--- src/rtl/ahb_arbiter.sv ---
// Round-robin AHB arbiter with locked-transfer and fixed-burst grant hold.
// Defining AHB_ARB_SPLIT_EN enables SPLIT masking; otherwise SPLIT is handled like RETRY.
// state | meaning
// ARB   | free to re-arbitrate on HREADY edges
// BURST | fixed-length burst in progress, grant held
// LOCK  | granted master holds the bus for a locked sequence
module ahb_arbiter #(
    parameter int NUM_MASTERS    = 3,
    parameter int DEFAULT_MASTER = 0
) (
    input  logic                   clock,
    input  logic                   Rst,
    input  logic [NUM_MASTERS-1:0] HBUSREQx,
    input  logic [NUM_MASTERS-1:0] HLOCKx,
    input  logic [1:0]             HTRANS,
    input  logic [2:0]             HBURST,
    input  logic                   HREADY,
    input  logic [1:0]             HRESP,
    input  logic [15:0]            HSPLITx,
    output logic [NUM_MASTERS-1:0] HGRANTx,
    output logic [3:0]             HMASTER,
    output logic                   HMASTLOCK
);

    typedef enum logic [1:0] {ST_ARB, ST_BURST, ST_LOCK} state_t;

    localparam logic [1:0] TR_IDLE    = 2'b00;
    localparam logic [1:0] TR_NONSEQ  = 2'b10;
    localparam logic [1:0] TR_SEQ     = 2'b11;
    localparam logic [1:0] RESP_OKAY  = 2'b00;
    localparam logic [1:0] RESP_RETRY = 2'b10;
    localparam logic [1:0] RESP_SPLIT = 2'b11;
    localparam logic [NUM_MASTERS-1:0] ONE       = NUM_MASTERS'(1);
    localparam logic [NUM_MASTERS-1:0] DEF_GRANT = ONE << DEFAULT_MASTER;

    state_t                 r_state, w_state_nxt;
    logic [3:0]             r_cnt, w_cnt_nxt;
    logic [NUM_MASTERS-1:0] r_grant, w_grant_nxt;
    logic [3:0]             r_last, w_last_nxt;
    logic [3:0]             r_master;
    logic                   r_mastlock;

    logic [3:0]             w_gidx;
    logic [3:0]             w_load;
    logic                   w_fixed;
    logic                   w_arb;
    logic                   w_retry_like;
    logic                   w_own_lock, w_own_req, w_own_split;
    logic                   w_early_end;
    logic                   w_retain;
    logic [NUM_MASTERS-1:0] w_split_set, w_mask_nxt, w_elig;
    logic                   w_unused;

`ifdef AHB_ARB_SPLIT_EN
    logic [NUM_MASTERS-1:0] r_split_mask;

    // Release beats a simultaneous SPLIT of the same master.
    always_comb begin
        w_split_set = '0;
        for (int k = 0; k < NUM_MASTERS; k++)
            w_split_set[k] = HREADY && (HRESP == RESP_SPLIT) && (r_master == 4'(k));
    end
    assign w_mask_nxt   = (r_split_mask | w_split_set) & ~HSPLITx[NUM_MASTERS-1:0];
    assign w_retry_like = (HRESP == RESP_RETRY);

    always_ff @(posedge clock) begin
        if (Rst) r_split_mask <= '0;
        else     r_split_mask <= w_mask_nxt;
    end
`else
    assign w_split_set  = '0;
    assign w_mask_nxt   = '0;
    assign w_retry_like = (HRESP == RESP_RETRY) || (HRESP == RESP_SPLIT);
`endif

    assign w_unused    = ^HSPLITx;
    assign w_elig      = HBUSREQx & ~w_mask_nxt;
    assign w_own_lock  = |(HLOCKx & r_grant);
    assign w_own_req   = |(HBUSREQx & r_grant);
    assign w_own_split = |(w_split_set & r_grant);
    assign w_early_end = (HTRANS == TR_IDLE) || (HRESP != RESP_OKAY);
    assign w_retain    = w_retry_like && |(r_grant & w_elig);

    always_comb begin
        w_gidx = '0;
        for (int k = 0; k < NUM_MASTERS; k++)
            if (r_grant[k]) w_gidx = 4'(k);
    end

    always_comb begin
        w_fixed = 1'b1;
        case (HBURST)
            3'b010, 3'b011: w_load = 4'd3;
            3'b100, 3'b101: w_load = 4'd7;
            3'b110, 3'b111: w_load = 4'd15;
            default: begin
                w_load  = 4'd0;
                w_fixed = 1'b0;
            end
        endcase
    end

    always_ff @(posedge clock) begin
        if (Rst) begin
            r_state    <= ST_ARB;
            r_cnt      <= '0;
            r_grant    <= DEF_GRANT;
            r_last     <= 4'(DEFAULT_MASTER);
            r_master   <= 4'(DEFAULT_MASTER);
            r_mastlock <= 1'b0;
        end else begin
            r_state <= w_state_nxt;
            r_cnt   <= w_cnt_nxt;
            r_grant <= w_grant_nxt;
            r_last  <= w_last_nxt;
            if (HREADY) begin
                r_master   <= w_gidx;
                r_mastlock <= w_own_lock;
            end
        end
    end

    always_comb begin : p_next
        int best_d;
        int d;
        int win;
        w_state_nxt = r_state;
        w_cnt_nxt   = r_cnt;
        w_grant_nxt = r_grant;
        w_last_nxt  = r_last;
        w_arb       = 1'b0;
        best_d      = NUM_MASTERS;
        d           = 0;
        win         = DEFAULT_MASTER;
        if (HREADY) begin
            if (r_state == ST_LOCK) begin
                if (!w_own_lock || w_own_split) w_state_nxt = ST_ARB;
            end else if (w_own_lock && w_own_req && !w_own_split) begin
                w_state_nxt = ST_LOCK;
                w_cnt_nxt   = '0;
            end else if (r_state == ST_BURST) begin
                if (w_early_end) begin
                    w_state_nxt = ST_ARB;
                    w_cnt_nxt   = '0;
                end else if (HTRANS == TR_SEQ) begin
                    // Leave on the penultimate beat so the next grant is set up during the last address.
                    if (r_cnt == 4'd2) begin
                        w_state_nxt = ST_ARB;
                        w_cnt_nxt   = '0;
                    end else begin
                        w_cnt_nxt = r_cnt - 4'd1;
                    end
                end
            end else if (HTRANS == TR_NONSEQ && w_fixed && HRESP == RESP_OKAY) begin
                w_state_nxt = ST_BURST;
                w_cnt_nxt   = w_load;
            end else begin
                w_arb = 1'b1;
            end
        end
        if (w_arb && !w_retain) begin
            for (int k = 0; k < NUM_MASTERS; k++) begin
                d = (k + NUM_MASTERS - int'(r_last) - 1) % NUM_MASTERS;
                if (w_elig[k] && d < best_d) begin
                    best_d = d;
                    win    = k;
                end
            end
            if (best_d < NUM_MASTERS) begin
                w_grant_nxt = ONE << win;
                w_last_nxt  = 4'(win);
            end else begin
                w_grant_nxt = DEF_GRANT;
            end
        end
    end

    always_comb begin
        HGRANTx   = r_grant;
        HMASTER   = r_master;
        HMASTLOCK = r_mastlock;
    end

endmodule
--- config.mk ---
export PLATFORM = sky130hd
export DESIGN_NAME = ahb_arbiter
export DESIGN_NICKNAME = d
export VERILOG_FILES = /design/src/rtl/ahb_arbiter.sv
export SDC_FILE = /design/constraint.sdc
export NUM_CORES = 1
export LEC_CHECK = 0
export ABC_AREA = 1
export CORE_AREA = 2 2 99 101
export DETAILED_ROUTE_END_ITERATION = 6
export DIE_AREA = 0 0 101 103
export HOLD_SLACK_MARGIN = 0.05
export PLACE_DENSITY = 0.75
export SLEW_MARGIN = 20
export SYNTH_ARGS = -nofsm -noshare
export SYNTH_HDL_FRONTEND = slang
export SYNTH_SLANG_ARGS = --single-unit
--- constraint.sdc ---
create_clock -name clock -period 17.6 [get_ports clock]
set_input_delay 1.76 -clock clock [delete_from_list [all_inputs] [get_ports clock]]
set_output_delay 1.76 -clock clock [all_outputs]
set_load 0.02 [all_outputs]
==> Flow_metrics.wiki <==
{| class="wikitable"
! Metric !! Value
|-
| Maximum net fanout on the critical path || 35
|-
| Max-capacitance violation count || 0
|-
| Standard cell core area || 9460 um2
|-
| DP Wirelength || 9560 um
|-
| GRT Overall Usage || 0.237
|-
| Worst-Skew Late Latency || 0.25 ns
|-
| Yosys top cell area share || 0.196
|-
| Total die area || 10400 um2
|-
| Remaining antenna violation count after routing || 0
|-
| Final hold slack || 0.471 ns
|-
| Worst Path Class, Setup || register to register
|-
| Kind of cell adding the most delay to the critical path || simple AND/OR/NAND/NOR gates
|-
| Final-layout setup total negative slack || 0 ns
|-
| Clock sink count || 14
|-
| Antenna violations before repair || 0
|-
| Avg Inst Size Synth || 6.04 um2
|-
| X dimension of the die || 101 um
|-
| Area contributors post-synth || ha_1 (20%), nand2_1 (15%), inv_1 (7.3%)
|-
| Fraction of final layout cells with drive strength greater than 1 || 0.0950
|-
| Primary flip-flop cell chosen by synthesis mapping || dfxtp_1
|-
| Std cell rows || 36
|-
| Max stage delay on crit path || 0.69 ns
|-
| Global-route wire length before repair || 21000 um
|-
| Worst-Margin Slew || 0.945 ns
|-
| Clock tree from TritonCTS || done
|-
| DP Area || 5210 um2
|-
| Most frequent standard cell in the layout excluding fill and tap cells || nand2_1
|-
| Initial DRC count || 326
|-
| DR DRC count || 0
|-
| Standard cell with the maximum stage delay on the critical path || nand2_1
|-
| Sequential element share of the synthesized area || 0.0555
|-
| Number of enable flip-flop cells after synthesis || 0
|-
| Synth warn || 0
|-
| Minimum clock period || 12.57 ns
|-
| Buffers on Ports || 20
|-
| Slew Limit Headroom || 0.367
|-
| Final routed wirelength across all metal layers || 12600 um
|-
| WP data arrival || 12.70 ns
|-
| Length of the first detailed-routing pass in iterations || 5
|-
| Setup violation total in the final timing report || 0
|-
| Post-CTS repair timing setup buffer count || 0
|-
| Critical path's most frequent cell || nand2_1
|-
| Worst clock skew on the final layout || 0.000733 ns
|-
| Endpoint required time on the critical path || 17.74 ns
|-
| Final period util || 0.714
|-
| Maximum clock insertion buffer count || 2
|-
| Achievable frequency || 0.0796 GHz
|-
| Summed instance area of the synthesized netlist || 5050 um2
|-
| Final hold vios || 0
|-
| CTS Hold Buffers Added || 0
|-
| Critical path buffer and inverter count || 4
|-
| Dominant cell type by area after synthesis || ha_1
|-
| Met2 usage in global routing || 0.453
|-
| Leading cell types in the layout, fill and taps excluded || nand2_1 (201), inv_1 (98), ha_1 (79), nand3_1 (66), o21ai_0 (57)
|-
| Routed vias || 5512
|-
| Post_cts resized || 0
|-
| Reg clk slew, reported paths || 0.06 ns
|-
| Final max-slew violation count || 0
|-
| Sort of element at the end of the critical path || register
|-
| Count of inserted antenna diode cells || 0
|-
| Total of flip-flops plus latches after synthesis || 14
|-
| Met1 Usage GRT || 0.292
|-
| Routing layer with the top usage in global route || met2
|-
| Root cell of the clock tree || clkbuf_8
|-
| Min-Delay Path Class || register to register
|-
| Last weighted congestion value of the routability-driven placer || 0.885
|-
| Via density per instance || 5.83
|-
| Ports placed on the boundary || 40
|-
| Wire length per cell after detailed routing || 13.3 um
|-
| Number of global-route vias before repair || 4940
|-
| Post-Syn Instances || 835
|-
| Post-synth cell types || 55
|-
| Pin count of the biggest net entering global routing || 36
|-
| Syn-to-layout area delta || 4.36%
|-
| Outcome || finished, final reports clean
|-
| Total grt overflow || 0
|-
| Initial core utilization || 0.534
|-
| Number of clock buffers inserted by TritonCTS || 3
|-
| Setup crit start kind || register
|-
| Final instance area || 5270 um2
|-
| RSZ-0062 raised after global routing || false
|-
| Async SR Flop Fraction || 0
|-
| Met3 layer usage reported by global route || 0.0149
|-
| CTS H-Tree Depth || 1
|-
| Net count reported at finish || 944
|-
| Die Height || 103 um
|}
==> path summary, 6_finish.rpt <==
path	to	start	slack, ns	cells past startpoint
setup / recovery	HGRANTx[0]	r_last[0]	5.03	92
hold / removal	HMASTER[0]	HMASTER[0]	0.47	2
setup reg to reg	HGRANTx[0]	r_last[0]	5.03	92
hold reg to reg	HMASTER[0]	HMASTER[0]	0.47	2
==> stage by stage <==
step	util	std cells	setup slack, ns
floorplan	-	839	7.93
detailed placement	0.550	942	5.22
finish	0.557	946	5.03
CTS	0.556	946	5.15
global route	0.557	946	3.52
global placement	0.550	942	5.59
==> cell usage after synthesis (3+ instances only) <==
library cell and instances:
a211oi_1 8, nor4_1 3, dfxtp_1 14, a31oi_1 4
nand2_2 28, o211ai_1 3, clkinv_2 3, clkbuf_1 16
o31ai_1 15, nand4_1 25, nand3_4 3, buf_6 5
o41ai_1 4, nand3_1 66, ha_1 79, nor3_1 8
o21ai_0 57, nor2_2 4, buf_4 7, nand3_2 15
nor2_1 56, xor2_1 9, nand2_1 202, clkinv_1 4
a21oi_1 56, inv_1 98
==> layout make-up <==
| class | count | area [um2] |
|---|---|---|
| Fill cell | 948 | 4190 |
| Multi-Input combinational cell | 683 | 4160 |
| Tap cell | 114 | 143 |
| Timing Repair Buffer | 21 | 208 |
| Sequential cell | 14 | 280 |
| Clock buffer | 4 | 55.1 |
| Inverter | 110 | 427 |
==> sequential cells by signal (all words and copies together), names as in the netlist <==
register and flops:
r_last 2, HMASTER 2, HMASTLOCK 1, r_cnt 4, HGRANTx 3, r_state 2
==> layer usage <==
layer  routed length [um]  up-vias
li1                     -     2825
met1                 5710     2532
met2                 6250      141
met3                  485       14
met4                  104        0
met5                    0        -
==> logic make-up after synthesis <==
family	Yosys count	synth area share
flops	14	0.0555
other cells	2	0.00149
simple gates	420	0.405
fa+ha+maj	79	0.196
buf+inv	142	0.125
compound gates	168	0.199
xor+xnor	10	0.0174
==> worst reg2reg max path, delay by kind of cell, from the launching register on <==
| kind | cells | cell delay (ns) |
|---|---|---|
| and+or+nand+nor | 81 | 9.12 |
| adders and majority gates | 3 | 1.28 |
| buffers and inverters | 4 | 0.77 |
| AOI/OAI and AO/OA | 4 | 0.75 |
| DFF | 1 | 0.54 |
Power is not shown: default switching activity piles up to over one toggle a cycle in this logic, so the estimate is an artifact.
